## config.mk

```make
export PLATFORM = sky130hd
export DESIGN_NAME = chess_clock_ctrl
export DESIGN_NICKNAME = d
export VERILOG_FILES = /design/src/rtl/chess_clock_pkg.sv /design/src/rtl/chess_timer.sv /design/src/rtl/chess_clock_ctrl.sv
export SDC_FILE = /design/constraint.sdc
export NUM_CORES = 1
export LEC_CHECK = 0
export CORE_MARGIN = 8
export CORE_UTILIZATION = 35
export DETAILED_ROUTE_END_ITERATION = 8
export DONT_BUFFER_PORTS = 1
export GPL_ROUTABILITY_DRIVEN = 0
export SLEW_MARGIN = 20
export SYNTH_ARGS = -nofsm -noshare
export SYNTH_HDL_FRONTEND = slang
export SYNTH_SLANG_ARGS = --single-unit
```

## constraint.sdc

```tcl
create_clock -name CLK -period 3.04 [get_ports CLK]
set_input_delay 0.912 -clock CLK [delete_from_list [all_inputs] [get_ports CLK]]
set_output_delay 0.912 -clock CLK [all_outputs]
set_load 0.05 [all_outputs]
```

## src/rtl/chess_clock_pkg.sv

```systemverilog
// rtl/chess_clock_pkg.sv - shared types and constants for the chess clock controller
package chess_clock_pkg;

    typedef enum logic [1:0] {
        ST_IDLE   = 2'd0,
        ST_RUN    = 2'd1,
        ST_PAUSED = 2'd2,
        ST_OVER   = 2'd3
    } clock_state_e;

    localparam logic TURN_WHITE = 1'b0;
    localparam logic TURN_BLACK = 1'b1;

endpackage

```

## src/rtl/chess_timer.sv

```systemverilog
// rtl/chess_timer.sv - one player's countdown timer with load, decrement and optional saturating increment
//
// Purpose: holds the remaining ticks of one player. Load has priority over
// everything else; otherwise a decrement (never below 0) is applied first and
// then, when CHESS_CLOCK_INCREMENT_EN is defined, a saturating add of INC_TIME.
// Ports:
//   clk_i      clock, rising edge
//   rst_ni     synchronous active-low reset (reloads INIT_TIME)
//   load_i     synchronous reload of INIT_TIME
//   dec_i      decrement by one tick
//   inc_i      add INC_TIME, saturating (only with CHESS_CLOCK_INCREMENT_EN)
//   value_o    remaining ticks (registered)
//   is_one_o   value_o == 1
//   is_zero_o  value_o == 0
module chess_timer #(
    parameter int TIME_W    = 12,
    parameter int INIT_TIME = 600,
    parameter int INC_TIME  = 5
) (
    input  logic              clk_i,
    input  logic              rst_ni,
    input  logic              load_i,
    input  logic              dec_i,
`ifdef CHESS_CLOCK_INCREMENT_EN
    input  logic              inc_i,
`endif
    output logic [TIME_W-1:0] value_o,
    output logic              is_one_o,
    output logic              is_zero_o
);

    localparam logic [TIME_W-1:0] INIT_VAL = TIME_W'(INIT_TIME);

    logic [TIME_W-1:0] value_q;
    logic [TIME_W-1:0] value_d;

`ifdef CHESS_CLOCK_INCREMENT_EN
    localparam logic [TIME_W:0]   INC_VAL = (TIME_W+1)'(INC_TIME);
    localparam logic [TIME_W-1:0] MAX_VAL = {TIME_W{1'b1}};
    logic [TIME_W-1:0] dec_val;
    logic [TIME_W:0]   sum;

    always_comb begin
        dec_val = value_q;
        if (dec_i && (value_q != '0)) begin
            dec_val = value_q - 1'b1;
        end
        // One extra bit catches the carry so the add can saturate.
        sum     = {1'b0, dec_val} + INC_VAL;
        value_d = dec_val;
        if (inc_i) begin
            value_d = sum[TIME_W] ? MAX_VAL : sum[TIME_W-1:0];
        end
    end
`else
    always_comb begin
        value_d = value_q;
        if (dec_i && (value_q != '0)) begin
            value_d = value_q - 1'b1;
        end
    end
`endif

    always_ff @(posedge clk_i) begin
        if (!rst_ni || load_i) begin
            value_q <= INIT_VAL;
        end else begin
            value_q <= value_d;
        end
    end

    assign value_o   = value_q;
    assign is_one_o  = (value_q == TIME_W'(1));
    assign is_zero_o = (value_q == '0);

endmodule

```

## src/rtl/chess_clock_ctrl.sv

```systemverilog
// rtl/chess_clock_ctrl.sv - two-player chess clock: turn bit, per-player timers, run/pause/timeout FSM
//
// Purpose: IDLE/RUN/PAUSED/OVER state machine controlling two chess_timer
// instances and the side-to-move bit. Optional feature macro:
// CHESS_CLOCK_INCREMENT_EN adds INC_TIME to the mover's timer on each honoured move.
// Ports:
//   CLK, RESET_N              clock and synchronous active-low reset
//   START                     pulse: IDLE->RUN, OVER->IDLE
//   PAUSE                     level: pause while high in RUN/PAUSED
//   TICK                      one-tick time strobe
//   BTN_W, BTN_B              end-of-move pulses
//   TIME_W_OUT, TIME_B_OUT    remaining ticks per player
//   TURN                      0 = white to move, 1 = black to move
//   STATE                     IDLE=0, RUN=1, PAUSED=2, OVER=3
//   FLAG_W, FLAG_B            sticky timeout flags
module chess_clock_ctrl
    import chess_clock_pkg::*;
#(
    parameter int TIME_W    = 12,
    parameter int INIT_TIME = 600,
    parameter int INC_TIME  = 5
) (
    input  logic              CLK,
    input  logic              RESET_N,
    input  logic              START,
    input  logic              PAUSE,
    input  logic              TICK,
    input  logic              BTN_W,
    input  logic              BTN_B,
    output logic [TIME_W-1:0] TIME_W_OUT,
    output logic [TIME_W-1:0] TIME_B_OUT,
    output logic              TURN,
    output logic [1:0]        STATE,
    output logic              FLAG_W,
    output logic              FLAG_B
);

    clock_state_e state_q, state_d;
    logic         turn_q, turn_d;
    logic         flag_w_q, flag_w_d;
    logic         flag_b_q, flag_b_d;

    logic load;
    logic dec_w, dec_b;
    logic inc_w, inc_b;
    logic w_is_one, b_is_one;
    logic w_is_zero, b_is_zero;
    logic active_is_one;
    logic active_btn;

    // Only the side to move can end a move or run out of time.
    assign active_is_one = (turn_q == TURN_BLACK) ? b_is_one : w_is_one;
    assign active_btn    = (turn_q == TURN_BLACK) ? BTN_B    : BTN_W;

    always_comb begin
        state_d  = state_q;
        turn_d   = turn_q;
        flag_w_d = flag_w_q;
        flag_b_d = flag_b_q;
        load     = 1'b0;
        dec_w    = 1'b0;
        dec_b    = 1'b0;
        inc_w    = 1'b0;
        inc_b    = 1'b0;

        unique case (state_q)
            ST_IDLE: begin
                load   = 1'b1;
                turn_d = TURN_WHITE;
                if (START) begin
                    state_d = ST_RUN;
                end
            end
            ST_RUN: begin
                if (PAUSE) begin
                    state_d = ST_PAUSED;
                end else if (TICK && active_is_one) begin
                    // Timeout wins over a same-cycle move.
                    state_d = ST_OVER;
                    if (turn_q == TURN_BLACK) begin
                        dec_b    = 1'b1;
                        flag_b_d = 1'b1;
                    end else begin
                        dec_w    = 1'b1;
                        flag_w_d = 1'b1;
                    end
                end else begin
                    if (turn_q == TURN_BLACK) begin
                        dec_b = TICK;
                        inc_b = active_btn;
                    end else begin
                        dec_w = TICK;
                        inc_w = active_btn;
                    end
                    if (active_btn) begin
                        turn_d = ~turn_q;
                    end
                end
            end
            ST_PAUSED: begin
                if (!PAUSE) begin
                    state_d = ST_RUN;
                end
            end
            ST_OVER: begin
                if (START) begin
                    state_d  = ST_IDLE;
                    load     = 1'b1;
                    turn_d   = TURN_WHITE;
                    flag_w_d = 1'b0;
                    flag_b_d = 1'b0;
                end
            end
            default: state_d = ST_IDLE;
        endcase
    end

    always_ff @(posedge CLK) begin
        if (!RESET_N) begin
            state_q  <= ST_IDLE;
            turn_q   <= TURN_WHITE;
            flag_w_q <= 1'b0;
            flag_b_q <= 1'b0;
        end else begin
            state_q  <= state_d;
            turn_q   <= turn_d;
            flag_w_q <= flag_w_d;
            flag_b_q <= flag_b_d;
        end
    end

    chess_timer #(
        .TIME_W    (TIME_W),
        .INIT_TIME (INIT_TIME),
        .INC_TIME  (INC_TIME)
    ) u_timer_w (
        .clk_i     (CLK),
        .rst_ni    (RESET_N),
        .load_i    (load),
        .dec_i     (dec_w),
`ifdef CHESS_CLOCK_INCREMENT_EN
        .inc_i     (inc_w),
`endif
        .value_o   (TIME_W_OUT),
        .is_one_o  (w_is_one),
        .is_zero_o (w_is_zero)
    );

    chess_timer #(
        .TIME_W    (TIME_W),
        .INIT_TIME (INIT_TIME),
        .INC_TIME  (INC_TIME)
    ) u_timer_b (
        .clk_i     (CLK),
        .rst_ni    (RESET_N),
        .load_i    (load),
        .dec_i     (dec_b),
`ifdef CHESS_CLOCK_INCREMENT_EN
        .inc_i     (inc_b),
`endif
        .value_o   (TIME_B_OUT),
        .is_one_o  (b_is_one),
        .is_zero_o (b_is_zero)
    );

`ifndef CHESS_CLOCK_INCREMENT_EN
    // Increment requests have no consumer when the feature is not built.
    logic unused_inc;
    assign unused_inc = inc_w ^ inc_b;
`endif
    // Zero is only reached on the timeout transition, which is decided via is_one.
    logic unused_zero;
    assign unused_zero = w_is_zero ^ b_is_zero;

    assign TURN   = turn_q;
    assign STATE  = state_q;
    assign FLAG_W = flag_w_q;
    assign FLAG_B = flag_b_q;

endmodule

```

==> results of run 1 <==
-- area by class of cell --
cell class | instances | area, um2 | share of cell area
Sequential cell | 29 | 581 | 0.310
Tap cell | 54 | 67.6 | 0.0361
Inverter | 13 | 48.8 | 0.0261
Clock inverter | 2 | 37.5 | 0.0201
Clock buffer | 6 | 82.6 | 0.0441
Timing Repair Buffer | 3 | 22.5 | 0.0120
Multi-Input combinational cell | 158 | 1030 | 0.551
-- critical path, delay by kind of cell, from the launching register on --
kind / cells / cell delay, ps
simple gates: 4 / 1370
flops: 1 / 700
fa+ha+maj: 1 / 280
-- final timing paths --
path / slack [ps] / cells after the start / end / start
worst min-delay path: 700 / 2 / FLAG_W / FLAG_W
worst min register to register: 700 / 2 / FLAG_W / FLAG_W
worst max register to register: 630 / 5 / u_timer_b.value_o[3] / STATE[0]
worst max-delay path: 630 / 5 / u_timer_b.value_o[3] / STATE[0]
-- metal layers --
metal | global-route usage | routed length [um] | vias to the layer above
met5 | 0 | 0 | -
li1 | - | - | 783
met1 | 0.139 | 1870 | 727
met2 | 0.188 | 2070 | 39
met4 | 0.0573 | 87 | 0
met3 | 0.0525 | 302 | 10
-- cell usage after synthesis (2+ instances only) --
| master | n |
|---|---|
| dfxtp_1 | 29 |
| nand2_1 | 21 |
| o21ai_0 | 15 |
| inv_1 | 13 |
| nor2_1 | 13 |
| a21oi_1 | 12 |
| nand3_1 | 11 |
| ha_1 | 10 |
| or4_1 | 9 |
| clkbuf_1 | 7 |
| nand4_1 | 5 |
| and3_1 | 4 |
| mux2i_1 | 4 |
| nor4_1 | 4 |
| o31ai_1 | 4 |
| a31oi_1 | 3 |
| nor3_1 | 3 |
| o211ai_1 | 3 |
| or3_1 | 3 |
| a211o_1 | 2 |
| a31o_2 | 2 |
| and4_1 | 2 |
| nand2b_1 | 2 |
| nand4b_1 | 2 |
| nor4b_1 | 2 |
| o21a_1 | 2 |
| or2_2 | 2 |
-- flip-flops by register name, indices dropped and copies added, names as in the netlist --
signal / cells
u_timer_b.value_o: 12
TURN: 1
u_timer_w.value_o: 12
STATE: 2
FLAG_W: 1
FLAG_B: 1
-- power by group through the flow --
stage | clock network, uW | registers (uW) | logic, uW
finish | 424 | 465 | 176
global placement | 0 | 474 | 175
CTS | 439 | 466 | 176
floorplan | 0 | 479 | 125
global route | 458 | 470 | 194
detailed placement | 0 | 475 | 176
-- through the flow --
| stage | worst slack [ps] | total power [uW] | utilization | area, um2 | instances |
|---|---|---|---|---|---|
| 2_1_floorplan | 936 | 604 | - | 1690 | 208 |
| 3_3_place_gp | 690 | 649 | 0.373 | 1750 | 257 |
| 3_5_place_dp | 666 | 651 | 0.373 | 1750 | 257 |
| 4_1_cts | 636 | 1080 | 0.399 | 1870 | 265 |
| 5_1_grt | 464 | 1120 | 0.399 | 1870 | 265 |
| 6_report | 629 | 1070 | 0.399 | 1870 | 265 |
-- logic make-up (layout without fill, tap and decap cells) --
kind of cell | after synthesis | count (layout) | synth area share
AND/OR/NAND/NOR | 90 | 90 | 0.300
AO/OA/AOI/OAI | 53 | 53 | 0.207
flip-flops | 29 | 29 | 0.343
buffers and inverters | 21 | 24 | 0.0473
adder cells (fa/ha/maj) | 10 | 10 | 0.0740
multiplexers | 4 | 4 | 0.0237
XOR/XNOR | 1 | 1 | 0.00518
==> impl_metrics.toml, run 1 <==
[detailed_routing]
drt_iter0_drc = 92
vias = 1559
wirelength_um = 4330
wire_per_inst_um = 16.3
drcViolationCount = 0
dr.pass1.iters = 4
vias_per_cell = 5.88
postRouteAntennaNets = 0

[synthesis]
syn_inst = 208
ys_types = 46
yosys.area.top_type = "dfxtp_1"
synth_area_um2 = 1690
synth-seq-cells = 29
async_flop_share = 0
synth_edf_count = 0
ys_warn_count = 0
synth_area_per_cell_um2 = 8.13
synth_area_leaders = "dfxtp_1 (34%), ha_1 (7.4%), nand2_1 (4.7%)"
syn_nets = 225
ys_seq_area_frac = 0.343
synth_flop_cell = "dfxtp_1"
post-synth-top-area-fraction = 0.343

[clocking]
cts_tree = "built"
clk_latency_ps = 290
post_cts_resized = 0
max-clock-path-buffers = 2
cts.sinks = 29
numCtsBuffers = 5
post_cts_buffers = 0
htreeDepth = 2
hold_buffers = 0
clk_pin_slew_ps = 70
clockRootBuffer = "clkbuf_8"

[power_and_ir_drop]
clkPwrFrac = 0.398
peakVddDrop_mv = 0.214
leakage_uw = 0.000624
switching_share = 0.318
seqPwrFrac = 0.437
intPower_uw = 727
power.switching_uw = 339
pwr-share-comb = 0.165
power.density_nw_per_um2 = 570

[sta]
rsz0062_at_grt = "false"
worst_clock_skew_ps = 14.4
final_max_slew_viol_count = 0
hold_violations = 0
post-route-period-util = 0.793
fin_setup_tns_ps = 0
fmax_mhz = 415
hold_ws_ps = 705
setup-violations-final = 0
tightestPinTransition_ps = 750
fin_crit_ps = 2410
max-slew-margin-rel = 0.496

[floorplan]
io_pins = 36
core_um2 = 4690
rows = 25
initial_core_util = 0.361
dieArea_um2 = 7310
chipWidth_um = 85.5
fp.dieH_um = 85.5

[final_layout]
layout_commonest_cell = "dfxtp_1"
final_nets = 227
fillers = 472
area_growth_pct = 10.6
diodes = 0
drive_gt1_frac = 0.0900
layout_common_cells = "dfxtp_1 (29), nand2_1 (21), o21ai_0 (14)"

[worst_setup_path]
worstSetupEndpointType = "register"
cp_max_fo = 12
critical_path.cell_chain = "ha_1, and4b_1, nand2_1, or4b_2, nand3_1"
startpoint_type = "register"
crit_required_ps = 3260
critical-path-slowest-cell = "dfxtp_1"
worstPathArrival_ps = 2630
path_class = "reg -> reg"
critical-path-max-stage-delay_ps = 700

[run]
maxCapViolations = 0

[global_route]
track_usage = 0.121
grt_pass1_wl_um = 7130
grt_pass1_vias = 1417
overflow = 0
antenna_found_initial = 0
grt_max_degree = 16

[placement]
io_buffers = 0
dpl.hpwl_um = 3130

[hold_path]
min_path_type = "reg -> reg"

[status]
outcome = "finished clean"
(Power assumes the default switching activity.)
==> run 2, diff against run 1 <==
==> constraint.sdc (replaced) <==
create_clock -name CLK -period 2.1 [get_ports CLK]
set_input_delay 0.63 -clock CLK [delete_from_list [all_inputs] [get_ports CLK]]
set_output_delay 0.63 -clock CLK [all_outputs]
set_load 0.05 [all_outputs]
==> impl_metrics.toml, run 2 (same netlist as run 1, synthesis figures left out) <==
[sta]
setup-violations-final = 0
fmax_mhz = 516
max-slew-margin-rel = 0.637
hold_ws_ps = 479
fin_setup_tns_ps = 0
post-route-period-util = 0.922
final_max_slew_viol_count = 0
fin_crit_ps = 1940
tightestPinTransition_ps = 541
rsz0062_at_grt = "false"
hold_violations = 0
worst_clock_skew_ps = 8.81

[clocking]
cts_tree = "built"
clk_latency_ps = 290
cts.sinks = 29
post_cts_resized = 0
max-clock-path-buffers = 2
clockRootBuffer = "clkbuf_8"
numCtsBuffers = 5
htreeDepth = 2
hold_buffers = 0
post_cts_buffers = 0
clk_pin_slew_ps = 70

[power_and_ir_drop]
power.switching_uw = 498
leakage_uw = 0.000787
intPower_uw = 990
switching_share = 0.335
peakVddDrop_mv = 0.538
power.total_uw = 1490
clkPwrFrac = 0.352
seqPwrFrac = 0.425
pwr-share-comb = 0.223
power.density_nw_per_um2 = 708

[detailed_routing]
drcViolationCount = 0
wire_per_inst_um = 15.4
postRouteAntennaNets = 0
dr.pass1.iters = 4
drt_iter0_drc = 66
vias_per_cell = 5.67
wirelength_um = 4590
vias = 1690

[hold_path]
min_path_type = "in -> reg"

[placement]
dpl.hpwl_um = 3480
io_buffers = 0
dpl_cell_area_um2 = 2000

[final_layout]
stdcell_area_um2 = 2100
area_growth_pct = 24.2
layout_commonest_cell = "buf_4"
diodes = 0
final_nets = 260
fillers = 468
layout_common_cells = "buf_4 (36), dfxtp_1 (28), nand2_1 (21)"
drive_gt1_frac = 0.217

[global_route]
overflow = 0
track_usage = 0.132
grt_pass1_vias = 1594
antenna_found_initial = 0
grt_max_degree = 14
grt_pass1_wl_um = 7850

[floorplan]
chipWidth_um = 85.5
fp.dieH_um = 85.5
io_pins = 36
core_um2 = 4690
rows = 25
initial_core_util = 0.361
dieArea_um2 = 7310

[worst_setup_path]
crit_required_ps = 2320
startpoint_type = "register"
worstSetupEndpointType = "register"
path_class = "reg -> reg"
cp_max_fo = 6
worstPathArrival_ps = 2160
rrSetupSlack_ps = 160

[run]
maxCapViolations = 0

[status]
outcome = "finished clean"
-- run 2: changes by cell type in the layout (fill, tap and decap cells not counted), sizes merged --
cell | before | now
bufinv | 1 | 0
buf | 3 | 36
clkinv | 0 | 1
clkbuf | 6 | 7
clkinvlp | 1 | 0
-- run 2: worst paths after layout --
kind / cells past startpoint / endpoint / from
hold / removal: 1 / STATE[1] / RESET_N
setup / recovery: 4 / u_timer_w.value_o[11] / u_timer_w.value_o[5]
hold reg to reg: 2 / u_timer_b.value_o[5] / u_timer_b.value_o[5]
setup reg to reg: 4 / u_timer_w.value_o[11] / u_timer_w.value_o[5]
-- run 2: final cells by class --
class                      instances  area [um2]  area share
clock buffer                       7        96.3      0.0459
clock inverter                     1        5.00     0.00238
inverter                          13        48.8      0.0232
multi-input combinational        158        1030       0.491
sequential                        29         582       0.277
tap                               54        67.6      0.0322
timing repair buffer              36         270       0.129
-- run 2: metrics by stage --
step,worst slack [ps],cells,util
2_1_floorplan,11.1,208,-
3_3_place_gp,211,290,0.426
3_5_place_dp,183,290,0.426
4_1_cts,169,298,0.448
5_1_grt,34.1,298,0.448
6_report,163,298,0.448
-- run 2: metal layers --
layer	wire length, um	track usage	up-vias
met4	74	0.0541	0
li1	-	-	851
met2	2180	0.212	37
met5	0	0	-
met1	2020	0.159	797
met3	308	0.0411	5
-- run 2: power by group through the flow --
| stage | logic (uW) | clock network (uW) | registers, uW |
|---|---|---|---|
| final | 332 | 524 | 632 |
| after global routing | 366 | 556 | 638 |
| after CTS | 332 | 540 | 633 |
| after detailed placement | 331 | 0 | 645 |
| after global placement | 330 | 0 | 644 |
| after floorplan | 181 | 0 | 694 |
-- run 2: critical path, stage by stage, from the launching register on --
cell	delay, ps
dfxtp_2	310
or4_1	640
or3_1	370
or4_1	400
a21oi_1	150
